### config.mk
export PLATFORM = sky130hd
export DESIGN_NAME = mlp_load_sequencer
export DESIGN_NICKNAME = d
export VERILOG_FILES = /design/src/rtl/mlp_acc_pkg.sv /design/src/rtl/mlp_load_idx_cnt.sv /design/src/rtl/mlp_load_sequencer.sv
export SDC_FILE = /design/constraint.sdc
export NUM_CORES = 1
export LEC_CHECK = 0
export ABC_AREA = 1
export BUFFER_PORTS_ARGS = -buffer_cell sky130_fd_sc_hd__buf_4
export CAP_MARGIN = 20
export CORE_MARGIN = 2
export CORE_UTILIZATION = 33
export CTS_BUF_LIST = sky130_fd_sc_hd__clkbuf_2 sky130_fd_sc_hd__clkbuf_4 sky130_fd_sc_hd__clkbuf_8
export CTS_CLUSTER_SIZE = 10
export DETAILED_ROUTE_END_ITERATION = 12
export GPL_ROUTABILITY_DRIVEN = 1
export PLACE_DENSITY_LB_ADDON = 0.3
export RECOVER_POWER = 100
export SYNTH_ARGS = -nofsm -noshare
export SYNTH_HDL_FRONTEND = slang
export SYNTH_SLANG_ARGS = --single-unit
export TNS_END_PERCENT = 10
### constraint.sdc
create_clock -name clk -period 3.1 [get_ports clk]
set_input_delay 0.155 -clock clk [delete_from_list [all_inputs] [get_ports clk]]
set_output_delay 0.155 -clock clk [all_outputs]
set_load 0.1 [all_outputs]
### src/rtl/mlp_acc_pkg.sv
// Shared types and constants for the MLP accelerator front end.
// Holds the load sequencer state type, load-type encodings and default frame geometry.
package mlp_acc_pkg;

    typedef enum logic [1:0] {
        ST_IDLE        = 2'd0,
        ST_LOAD_INPUT  = 2'd1,
        ST_LOAD_WEIGHT = 2'd2,
        ST_WAIT_RESULT = 2'd3
    } load_seq_state_e;

    localparam logic LOAD_TYPE_INPUT  = 1'b1;
    localparam logic LOAD_TYPE_WEIGHT = 1'b0;

    localparam int DEF_DATA_W            = 32;
    localparam int DEF_INPUT_ROWS        = 16;
    localparam int DEF_NUM_LAYERS        = 8;
    localparam int DEF_WEIGHTS_PER_LAYER = 8;
    localparam int DEF_RESULT_COUNT      = 16;

    localparam int IN_IDX_W = 4;
    localparam int LAYER_W  = 3;
    localparam int WGT_W    = 3;

endpackage

### src/rtl/mlp_load_idx_cnt.sv
// Nested layer/weight index counter for the weight phase of a frame.
// Weight index wraps into the layer index; both wrap to 0 after the last word of the frame.
module mlp_load_idx_cnt
    import mlp_acc_pkg::*;
#(
    parameter int NUM_LAYERS        = DEF_NUM_LAYERS,
    parameter int WEIGHTS_PER_LAYER = DEF_WEIGHTS_PER_LAYER
) (
    input  logic               clk,
    input  logic               rst,
    input  logic               clr_i,
    input  logic               inc_i,
    output logic [LAYER_W-1:0] layer_o,
    output logic [WGT_W-1:0]   weight_o,
    output logic               last_o
);

    logic [LAYER_W-1:0] layer_q, layer_d;
    logic [WGT_W-1:0]   weight_q, weight_d;
    logic               wgt_last;

    assign wgt_last = (weight_q == WGT_W'(WEIGHTS_PER_LAYER - 1));
    assign last_o   = wgt_last && (layer_q == LAYER_W'(NUM_LAYERS - 1));
    assign layer_o  = layer_q;
    assign weight_o = weight_q;

    always_comb begin
        layer_d  = layer_q;
        weight_d = weight_q;
        if (clr_i) begin
            layer_d  = '0;
            weight_d = '0;
        end else if (inc_i) begin
            if (wgt_last) begin
                weight_d = '0;
                layer_d  = last_o ? '0 : layer_q + 1'b1;
            end else begin
                weight_d = weight_q + 1'b1;
            end
        end
    end

    always_ff @(posedge clk or posedge rst) begin
        if (rst) begin
            layer_q  <= '0;
            weight_q <= '0;
        end else begin
            layer_q  <= layer_d;
            weight_q <= weight_d;
        end
    end

endmodule

### src/rtl/mlp_load_sequencer.sv
// Converts a valid/ready word stream into the MLP_acc_top load protocol, one frame per start_i.
// Optional frame XOR checksum output is enabled by defining LOAD_SEQ_CHECKSUM_EN.
module mlp_load_sequencer
    import mlp_acc_pkg::*;
#(
    parameter int DATA_W            = DEF_DATA_W,
    parameter int INPUT_ROWS        = DEF_INPUT_ROWS,
    parameter int NUM_LAYERS        = DEF_NUM_LAYERS,
    parameter int WEIGHTS_PER_LAYER = DEF_WEIGHTS_PER_LAYER,
    parameter int RESULT_COUNT      = DEF_RESULT_COUNT
) (
    input  logic                clk,
    input  logic                rst,
    input  logic                start_i,
    input  logic                s_valid_i,
    input  logic [DATA_W-1:0]   s_data_i,
    output logic                s_ready_o,
    output logic                load_en_o,
    output logic [DATA_W-1:0]   load_payload_o,
    output logic                load_type_o,
    output logic [IN_IDX_W-1:0] input_load_number_o,
    output logic [LAYER_W-1:0]  layer_number_o,
    output logic [WGT_W-1:0]    weight_number_o,
    input  logic                result_valid_i,
    output logic                busy_o,
`ifdef LOAD_SEQ_CHECKSUM_EN
    output logic [DATA_W-1:0]   checksum_o,
`endif
    output logic                frame_done_o
);

    localparam int RC_W = $clog2(RESULT_COUNT + 1);

    load_seq_state_e     state_q, state_d;
    logic [IN_IDX_W-1:0] in_row_q, in_row_d;
    logic [RC_W-1:0]     rcnt_q, rcnt_d;
    logic                xfer, in_last, start_acc, frame_done;
    logic [LAYER_W-1:0]  cnt_layer;
    logic [WGT_W-1:0]    cnt_wgt;
    logic                cnt_last;

    logic                load_en_q, load_type_q;
    logic [DATA_W-1:0]   payload_q;
    logic [IN_IDX_W-1:0] in_num_q;
    logic [LAYER_W-1:0]  layer_num_q;
    logic [WGT_W-1:0]    wgt_num_q;

    assign s_ready_o = (state_q == ST_LOAD_INPUT) || (state_q == ST_LOAD_WEIGHT);
    assign xfer      = s_valid_i && s_ready_o;
    assign in_last   = (in_row_q == IN_IDX_W'(INPUT_ROWS - 1));

    mlp_load_idx_cnt #(
        .NUM_LAYERS        (NUM_LAYERS),
        .WEIGHTS_PER_LAYER (WEIGHTS_PER_LAYER)
    ) u_idx_cnt (
        .clk      (clk),
        .rst      (rst),
        .clr_i    (start_acc),
        .inc_i    (xfer && (state_q == ST_LOAD_WEIGHT)),
        .layer_o  (cnt_layer),
        .weight_o (cnt_wgt),
        .last_o   (cnt_last)
    );

    always_comb begin
        state_d    = state_q;
        in_row_d   = in_row_q;
        rcnt_d     = rcnt_q;
        frame_done = 1'b0;
        start_acc  = 1'b0;
        // Results may overtake the loads, so count from the first load state and saturate.
        if (state_q != ST_IDLE && result_valid_i && rcnt_q != RC_W'(RESULT_COUNT))
            rcnt_d = rcnt_q + 1'b1;
        case (state_q)
            ST_IDLE: begin
                if (start_i) begin
                    start_acc = 1'b1;
                    state_d   = ST_LOAD_INPUT;
                    in_row_d  = '0;
                    rcnt_d    = '0;
                end
            end
            ST_LOAD_INPUT: begin
                if (xfer) begin
                    in_row_d = in_last ? '0 : in_row_q + 1'b1;
                    if (in_last) state_d = ST_LOAD_WEIGHT;
                end
            end
            ST_LOAD_WEIGHT: begin
                if (xfer && cnt_last) state_d = ST_WAIT_RESULT;
            end
            ST_WAIT_RESULT: begin
                // Done is flagged in the cycle the final pulse arrives, not after it registers.
                if (rcnt_d == RC_W'(RESULT_COUNT)) begin
                    frame_done = 1'b1;
                    state_d    = ST_IDLE;
                    rcnt_d     = '0;
                end
            end
            default: state_d = ST_IDLE;
        endcase
    end

    always_ff @(posedge clk or posedge rst) begin
        if (rst) begin
            state_q  <= ST_IDLE;
            in_row_q <= '0;
            rcnt_q   <= '0;
        end else begin
            state_q  <= state_d;
            in_row_q <= in_row_d;
            rcnt_q   <= rcnt_d;
        end
    end

    always_ff @(posedge clk or posedge rst) begin
        if (rst) begin
            load_en_q   <= 1'b0;
            payload_q   <= '0;
            load_type_q <= 1'b0;
            in_num_q    <= '0;
            layer_num_q <= '0;
            wgt_num_q   <= '0;
        end else begin
            load_en_q <= xfer;
            if (xfer) begin
                payload_q <= s_data_i;
                if (state_q == ST_LOAD_INPUT) begin
                    load_type_q <= LOAD_TYPE_INPUT;
                    in_num_q    <= in_row_q;
                    layer_num_q <= '0;
                    wgt_num_q   <= '0;
                end else begin
                    load_type_q <= LOAD_TYPE_WEIGHT;
                    in_num_q    <= '0;
                    layer_num_q <= cnt_layer;
                    wgt_num_q   <= cnt_wgt;
                end
            end
        end
    end

`ifdef LOAD_SEQ_CHECKSUM_EN
    logic [DATA_W-1:0] csum_q;

    always_ff @(posedge clk or posedge rst) begin
        if (rst)            csum_q <= '0;
        else if (start_acc) csum_q <= '0;
        else if (xfer)      csum_q <= csum_q ^ s_data_i;
    end

    assign checksum_o = csum_q;
`endif

    assign load_en_o           = load_en_q;
    assign load_payload_o      = payload_q;
    assign load_type_o         = load_type_q;
    assign input_load_number_o = in_num_q;
    assign layer_number_o      = layer_num_q;
    assign weight_number_o     = wgt_num_q;
    assign busy_o              = (state_q != ST_IDLE);
    assign frame_done_o        = frame_done;

endmodule

# After elaboration in Yosys (flattened, before gate mapping)
# Cells that the tools add are included.
[word_totals]
in_bits = 37
regBits = 61
elab_cells = 72
output_inout_bits = 47
[op_classes]
add_sub_neg = 4
n_reduce_logical = 15
n_eq_ne = 13
mux = 29
[ops]
columns = ["cell", "n"]
rows = [
  ["2-to-1 mux 3 bit", 9],
  ["2-to-1 mux 4 bit", 4],
  ["2-to-1 mux 5 bit", 3],
  ["2-to-1 mux 2 bit", 5],
  ["case mux 5 bit (2 select lines)", 1],
  ["inequality test 2 bit, second input constant", 4],
  ["case mux 2 bit (4 select lines)", 1],
  ["case mux 4 bit (2 select lines)", 1],
  ["nonzero test 2 bit", 4],
  ["adder 3 x 1 -> 3 bit, second input constant", 2],
  ["== test 3 bit, second input constant", 2],
  ["logical AND 1 bit", 6],
  ["adder 5 x 1 -> 5 bit, second input constant", 1],
  ["== test 5 bit, second input constant", 1],
  ["2-to-1 mux 1 bit", 5],
  ["inequality test 5 bit, second input constant", 1],
  ["AND reduction 5 bit", 1],
  ["adder 4 x 1 -> 4 bit, second input constant", 1],
  ["== test 2 bit, second input constant", 2],
  ["== test 4 bit, second input constant", 1],
  ["AND reduction 3 bit", 1],
  ["== test 2 x 1 -> 1 bit, second input constant", 1],
  ["zero test 2 bit", 1],
  ["inequality test 2 x 1 -> 1 bit, second input constant", 1],
  ["other kinds (2)", 2],
]

# Longest topological paths before layout
# Gate-level depths: netlist of the first run.
[logic_depth]
word_depth = 7
mapped_depth = 14
ltp_nobuf = 14

# By module
# Synthesis of the first run repeated with hierarchy kept, for this count alone.
[unflattened]
cells_unflattened = 338
hier_area_um2 = 2795.2
[modules_own_cells]
columns = ["mod", "area_each_um2", "n_inst", "cells_each", "seq_area_each_um2"]
rows = [
  ["mlp_load_sequencer", 2462.4, 1, 296, 1376.3],
  ["mlp_load_idx_cnt", 332.8, 1, 42, 150.1],
]

# Worst setup path after synthesis of the first run
# No wires, ideal clock.
[synth_path]
kind = "reg2out"
start = "register state_q[0]"
end = "output frame_done_o"
stages_incl_launch_ff = 12
required_ps = 2945
path_buffers = 0
t_arrival_ps = 2949
slack_ps = -4
cell_sequence = "dfrtp_1 > inv_1 > ha_1 > inv_2 > nand2_1 > inv_2 > nand2_4 > nand2_1 > nand2_1 > nor2_2 > nand3_2 > nor2_1"
[synth_via]
elab_chain_cells = 7
elab_cells_between_ends = 8
classes_between = "eq/ne: 2; mux: 3; reduce/logical: 3"
[synth_lines]
columns = ["element", "line", "text"]
rows = [
  ["start: declaration", "mlp_load_sequencer.sv:34", "load_seq_state_e state_q, state_d;"],
  ["start signal: assignment", "mlp_load_sequencer.sv:110", "state_q <= state_d;"],
  ["nonzero test 2 bit", "n/a", ""],
  ["named net busy_o", "mlp_load_sequencer.sv:25", "output logic busy_o,"],
  ["logical AND 1 bit (2 in a row)", "mlp_load_sequencer.sv:72", "if (state_q != ST_IDLE && result_valid_i && rcnt_q != RC_W'(RESULT_COUNT))"],
  ["2-to-1 mux 5 bit", "mlp_load_sequencer.sv:72", ""],
  ["== test 5 bit", "mlp_load_sequencer.sv:94", "if (rcnt_d == RC_W'(RESULT_COUNT)) begin"],
  ["2-to-1 mux 1 bit", "mlp_load_sequencer.sv:94", ""],
  ["2-to-1 mux 1 bit", "mlp_load_sequencer.sv:74", "case (state_q)"],
  ["end: declaration", "mlp_load_sequencer.sv:29", "output logic frame_done_o"],
]
# The timed path passes the listed nets, and every way through them passes these cells.

# Final worst setup path of the first run
[layout_path]
start = "register state_q[0]"
end = "output frame_done_o"
[layout_via]
elab_chain_cells = 7
elab_cells_between_ends = 8
classes_between = "eq/ne: 2; mux: 3; reduce/logical: 3"
[layout_lines]
columns = ["element", "line"]
rows = [
  ["nonzero test 2 bit", "mlp_load_sequencer.sv:72"],
  ["logical AND 1 bit (2 in a row)", "mlp_load_sequencer.sv:72"],
  ["2-to-1 mux 5 bit", "mlp_load_sequencer.sv:72"],
  ["== test 5 bit", "mlp_load_sequencer.sv:94"],
  ["2-to-1 mux 1 bit", "mlp_load_sequencer.sv:94"],
  ["2-to-1 mux 1 bit *", "mlp_load_sequencer.sv:74"],
]
# Mark *: on every way between the ends. The rest lies on a longest branch, timed or not.

==> reports/results.tsv, run 1 <==
metric	value	unit
finalInstanceArea	0.00369	mm^2
antenna_found_initial	0	
period_minus_slack	2630	ps
io_pins	84	
dr.pass1.iters	4	
synth_fp_nets	371	
path_depth	12	
grt_pass1_vias	2399	
fin_crit_sh	0.849	
cts_hold_buf	14	
slew_headroom	0.196	
root_buffer	clkbuf_8	
hold_violations	0	
maxCapViolCount	0	
grt_max_degree	41	
r2r_cells	7	
cts-root-to-sink-buffers	2	
worst-endpoint-required	2940	ps
skew	7.88	ps
portBuffers	83	
status	finished, final reports clean	
cts_tree	built	
drive_gt1_frac	0.161	
cts_resized	0	
grt_usage	0.155	
rows	33	
mostFrequentLayoutCell	nand2_1	
clk_pin_slew_worst_paths	70	ps
clkLatencyLatePin	330	ps
antenna_cells	0	
worst_pin_slew	1210	ps
cp_max_fo	6	
netlist_area	0.00277	mm^2
setup_violations	0	
hpwl	4570	um
die-area	0.00914	mm^2
critPathTopFamily	buffers and inverters	
path_cells	inv_1 > ha_1 > inv_1 > nand2_1 > inv_1 > nand2_4 > nand2_1 > nand2_1 > nor2_2 > nand3_2 > nor2_2 > clkbuf_2	
slew_violations	0	
synthCells	323	
cts_setup_buffers	0	
vias_per_cell	4.54	
core_area	0.00818	mm^2
antenna_left	0	
ys_types	31	
startpoint	state_q[0]$_DFFE_PP0P_	
dpl_cell_area	0.00350	mm^2
place_congestion	0.781	
fin_hold_ws	17.9	ps
cts_buffers	9	
cts_sinks	61	
r2r-start	state_q[0]$_DFFE_PP0P_	
routed-via-count	2424	
end_kind	primary output	
finalWirelength	6310	um
startpoint_type	flip-flop	
seq_area_frac_synth	0.551	
drc	0	
hold_class	input pin to flip-flop	
reg2reg_slack	710	ps
start_util	0.339	
rsz0062_at_grt	false	
drt_iter0_markers	105	
path_class	flip-flop to primary output	
cp_slowest_stage_delay	460	ps
grt_first_pass_wirelength	11100	um
wire_per_inst	11.8	um
final_nets	472	
area_growth	33.2	%
ys_ff_latch	61	
crit_slowest_cell	clkbuf_2	
die_h	95.6	um
cts.htree.levels	3	
critPathArrivalTime	2480	ps
crit_end	frame_done_o	
die_w	95.6	um
final_cell_mix	142 x nand2_1, 61 x dfrtp_1, 46 x clkbuf_1	
critPathBufInv	4	
yosys_warnings	0	
overflow	0	
setup_total_negative_slack	0	ps
r2r-end	load_payload_o[21]$_DFFE_PP0N_	
fmax	380	MHz
syn-mean-instance-area	8.58	um^2
worst min path at each step:
stage | start | endpoint | depth (start not counted)
2_1_floorplan | s_data_i[0] | load_payload_o[0]$_DFFE_PP0N_ | 2
3_3_place_gp | rst | load_payload_o[10]$_DFFE_PP0N_ | 2
3_5_place_dp | rst | load_payload_o[10]$_DFFE_PP0N_ | 2
4_1_cts | s_data_i[22] | load_payload_o[22]$_DFFE_PP0N_ | 3
5_1_grt | s_data_i[5] | load_payload_o[5]$_DFFE_PP0N_ | 3
6_report | s_data_i[17] | load_payload_o[17]$_DFFE_PP0N_ | 3
Yosys cell counts, drive strengths merged:
cell type | number | share of area
or2 | 1 | 0.0023
nor3 | 2 | 0.0077
dfrtp | 61 | 0.55
buf | 4 | 0.0090
clkbuf | 6 | 0.0081
clkinv | 1 | 0.0014
nor2 | 11 | 0.019
a31oi | 1 | 0.0023
o22ai | 1 | 0.0023
o31ai | 4 | 0.011
ha | 11 | 0.050
nand4 | 5 | 0.011
a22oi | 1 | 0.0027
nand3 | 11 | 0.022
nand2 | 147 | 0.21
o21ai | 16 | 0.030
nand3b | 1 | 0.0027
a21oi | 10 | 0.021
inv | 29 | 0.039
flip-flops by register name (all words and copies together) (netlist names):
| register | cells |
|---|---|
| in_row_q | 4 |
| input_load_number_o | 4 |
| layer_number_o | 3 |
| load_en_o | 1 |
| load_payload_o | 32 |
| load_type_o | 1 |
| rcnt_q | 5 |
| state_q | 2 |
| u_idx_cnt.layer_o | 3 |
| u_idx_cnt.weight_o | 3 |
| weight_number_o | 3 |
metal layers:
metal	vias up	GRT usage	share of wire
li1	1214	-	-
met1	1134	0.210	0.47
met2	65	0.232	0.45
met3	11	0.0419	0.059
met4	0	0.0726	0.017
met5	-	0	0
per-stage QoR:
stage	std cells	setup WS, ps	utilization
floorplan	323	456	-
global placement	504	899	0.428
detailed placement	504	756	0.428
CTS	534	697	0.476
global route	534	260	0.451
finish	534	470	0.451
worst min-delay path, stage by stage:
cell and delay, ps:
buf_4 80, nand2_1 40, nand2_1 50
area by class of cell:
| cell class | count | area, um^2 |
|---|---|---|
| Sequential cell | 61 | 1530 |
| Tap cell | 105 | 131 |
| Clock buffer | 12 | 153 |
| Multi-Input combinational cell | 222 | 1070 |
| Inverter | 30 | 113 |
| Clock inverter | 4 | 95.1 |
| Timing Repair Buffer | 100 | 603 |
| Fill cell | 872 | 4490 |
kinds of logic after synthesis:
kind of cell / Yosys count / synth area share
AOI/OAI and AO/OA: 33 / 0.0691
buffers and inverters: 40 / 0.0578
adders and majority gates: 11 / 0.0497
DFF: 61 / 0.551
and+or+nand+nor: 178 / 0.272
Power of run 1 is not shown: default switching activity piles up to over one toggle a cycle in this logic, so the estimate is an artifact.
==> inputs of run 2 (changes only) <==
- ABC_AREA: 1 -> 0
- clock period: 3.1 -> 2.7 ns (I/O delays scaled with it)
==> reports/results.tsv, run 2 <==
metric	value	unit	change
status	finished, final reports clean		
cts.htree.levels	3		unchanged
synthCells	244		-24%
clk_pin_slew_worst_paths	80	ps	about the same
place_congestion	0.873		+12%
cts_buffers	9		unchanged
setup_total_negative_slack	0	ps	unchanged
final_cell_mix	61 x dfrtp_1, 47 x clkbuf_1, 35 x buf_4		
mostFrequentLayoutCell	dfrtp_1		
largest_reg_flops	32		unchanged
ys_async_sr_fraction	1.00		unchanged
setup_violations	0		unchanged
routed-via-count	2115		-13%
antenna_found_initial	0		unchanged
synth_edf_count	0		unchanged
rsz0062_at_grt	false		
fmax	394	MHz	
antenna_cells	0		unchanged
die-area	0.00944	mm^2	+3.2%
cts_tree	built		
start_util	0.345		+0.00625
seq_area_frac_synth	0.533		-0.0181
slew_headroom	0.200		+0.00393
finalWirelength	6080	um	-3.6%
yosys_warnings	0		unchanged
path_class	flip-flop to primary output		
grt_max_degree	42		+2.4%
ys_types	50		+61%
root_buffer	clkbuf_8		
synth_top_area_frac	0.533		-0.0181
core_area	0.00830	mm^2	+1.5%
synth_fp_nets	292		-21%
syn-mean-instance-area	11.7	um^2	+37%
die_w	97.2	um	+1.6%
hold_class	input pin to flip-flop		
clkLatencyLatePin	330	ps	about the same
drive_gt1_frac	0.196		+0.0356
synth_area_leaders	dfrtp_1 53%, mux2_1 13%, ha_1 4.8%, nand2_1 3.4%, o21ai_1 2.4%		
final_nets	384		-19%
maxCapViolCount	0		unchanged
antenna_left	0		unchanged
overflow	0		unchanged
nFillCells	820		-6.0%
cts-root-to-sink-buffers	2		unchanged
area_growth	29.3	%	
period_minus_slack	2540	ps	
hpwl	4380	um	-4.0%
end_kind	primary output		
grt_usage	0.135		-0.0205
skew	6.97	ps	-0.918 ps
worst-endpoint-required	2570	ps	-370 ps
drt_iter0_markers	73		-30%
grt_pass1_vias	2058		-14%
portBuffers	83		unchanged
cts_sinks	61		unchanged
dr.pass1.iters	4		unchanged
cp_slowest_stage_delay	420	ps	-40 ps
synth_top_cell_by_area	dfrtp_1		
cp_max_fo	10		+4
critPathTopFamily	simple AND/OR/NAND/NOR gates		
wire_per_inst	13.6	um	+15%
ys_ff_latch	61		unchanged
grt.busiest_layer	met2		
netlist_area	0.00286	mm^2	+3.4%
path_cells	inv_1 > ha_1 > nand4b_1 > nor4b_2 > a211oi_2 > nor4b_4 > buf_6		
grt_use_met2	0.198		-0.0343
synthTopCellsByCount	61 x dfrtp_1, 32 x mux2_1, 26 x nand2_1, 15 x nor2_1, 14 x o21ai_1		
slew_violations	0		unchanged
startpoint_type	flip-flop		
synth_flop_cell	dfrtp_1		
fin_crit_sh	0.940		
gr-usage-met3	0.0424		+0.000549
vias_per_cell	4.74		+4.5%
die_h	97.2	um	+1.6%
rows	33		unchanged
io_pins	84		unchanged
met1_usage	0.187		-0.0230
worst_pin_slew	1210	ps	-5.91 ps
hold_violations	0		unchanged
critPathArrivalTime	2400	ps	-80 ps
grt_first_pass_wirelength	10300	um	-6.6%
critPathBufInv	2		-2
drc	0		unchanged
synth.most_common_cell	dfrtp_1		
crit_slowest_cell	dfrtp_1		
## run 2: path summary, 6_finish.rpt
| check | end | start | slack [ps] | cells past startpoint |
|---|---|---|---|---|
| min reg2reg | input_load_number_o[3]$_DFFE_PP0N_ | input_load_number_o[3]$_DFFE_PP0N_ | 480 | 2 |
| min | load_payload_o[13]$_DFFE_PP0N_ | s_data_i[13] | 10 | 2 |
| min in group asynchronous | load_payload_o[20]$_DFFE_PP0N_ | rst | 530 | 3 |
| max reg2reg | load_payload_o[24]$_DFFE_PP0N_ | state_q[0]$_DFFE_PP0P_ | 290 | 5 |
| max | frame_done_o | state_q[0]$_DFFE_PP0P_ | 160 | 7 |
| max in group asynchronous | load_payload_o[24]$_DFFE_PP0N_ | rst | 1030 | 4 |
## run 2: through the flow
step,hold slack [ps],cell area (um^2),cells,util,setup slack (ps)
final,13.8,3700,446,0.446,163
after global routing,2.20,3700,446,0.446,11.0
after CTS,0.417,3850,443,0.464,67.4
after detailed placement,187,3590,423,0.433,447
after global placement,196,3590,423,0.433,506
after floorplan,267,2880,244,-,88.6
## run 2: timing repair
item                                    4_1_cts  5_1_grt
gates resized for setup                       0        3
hold endpoints to repair                     23        3
endpoints found under the setup margin        0        1
buffers inserted                              0        0
hold buffers                                  4        3
## run 2: cell families after synthesis
group	after synthesis	share of synthesized area
simple gates	70	0.132
mux	37	0.143
fa+ha+maj	11	0.0481
xor+xnor	2	0.00612
flops	61	0.533
compound gates	40	0.0957
buf+inv	23	0.0419
## run 2: layout make-up
class | instances | area, um^2 | area share
flip-flops and latches | 61 | 1530 | 0.412
multi-input cells | 160 | 1240 | 0.335
repair buffers | 93 | 541 | 0.146
well taps | 105 | 131 | 0.0355
clock buffers | 9 | 124 | 0.0335
clock inverters | 7 | 98.8 | 0.0267
inverters | 11 | 41.3 | 0.0112
## run 2: per-layer routing
| layer | vias up | wire length [um] |
|---|---|---|
| li1 | 1050 | - |
| met1 | 983 | 3050 |
| met2 | 74 | 2550 |
| met3 | 8 | 402 |
| met4 | 0 | 76 |
| met5 | - | 0 |
## run 2: worst reg2reg max path, stage by stage, from the launching register on
cell and delay [ps]:
dfrtp_1 420, inv_1 90, ha_1 380, nand2_1 390, clkbuf_4 600, mux2_1 400
Power of run 2 is left out for the same reason.
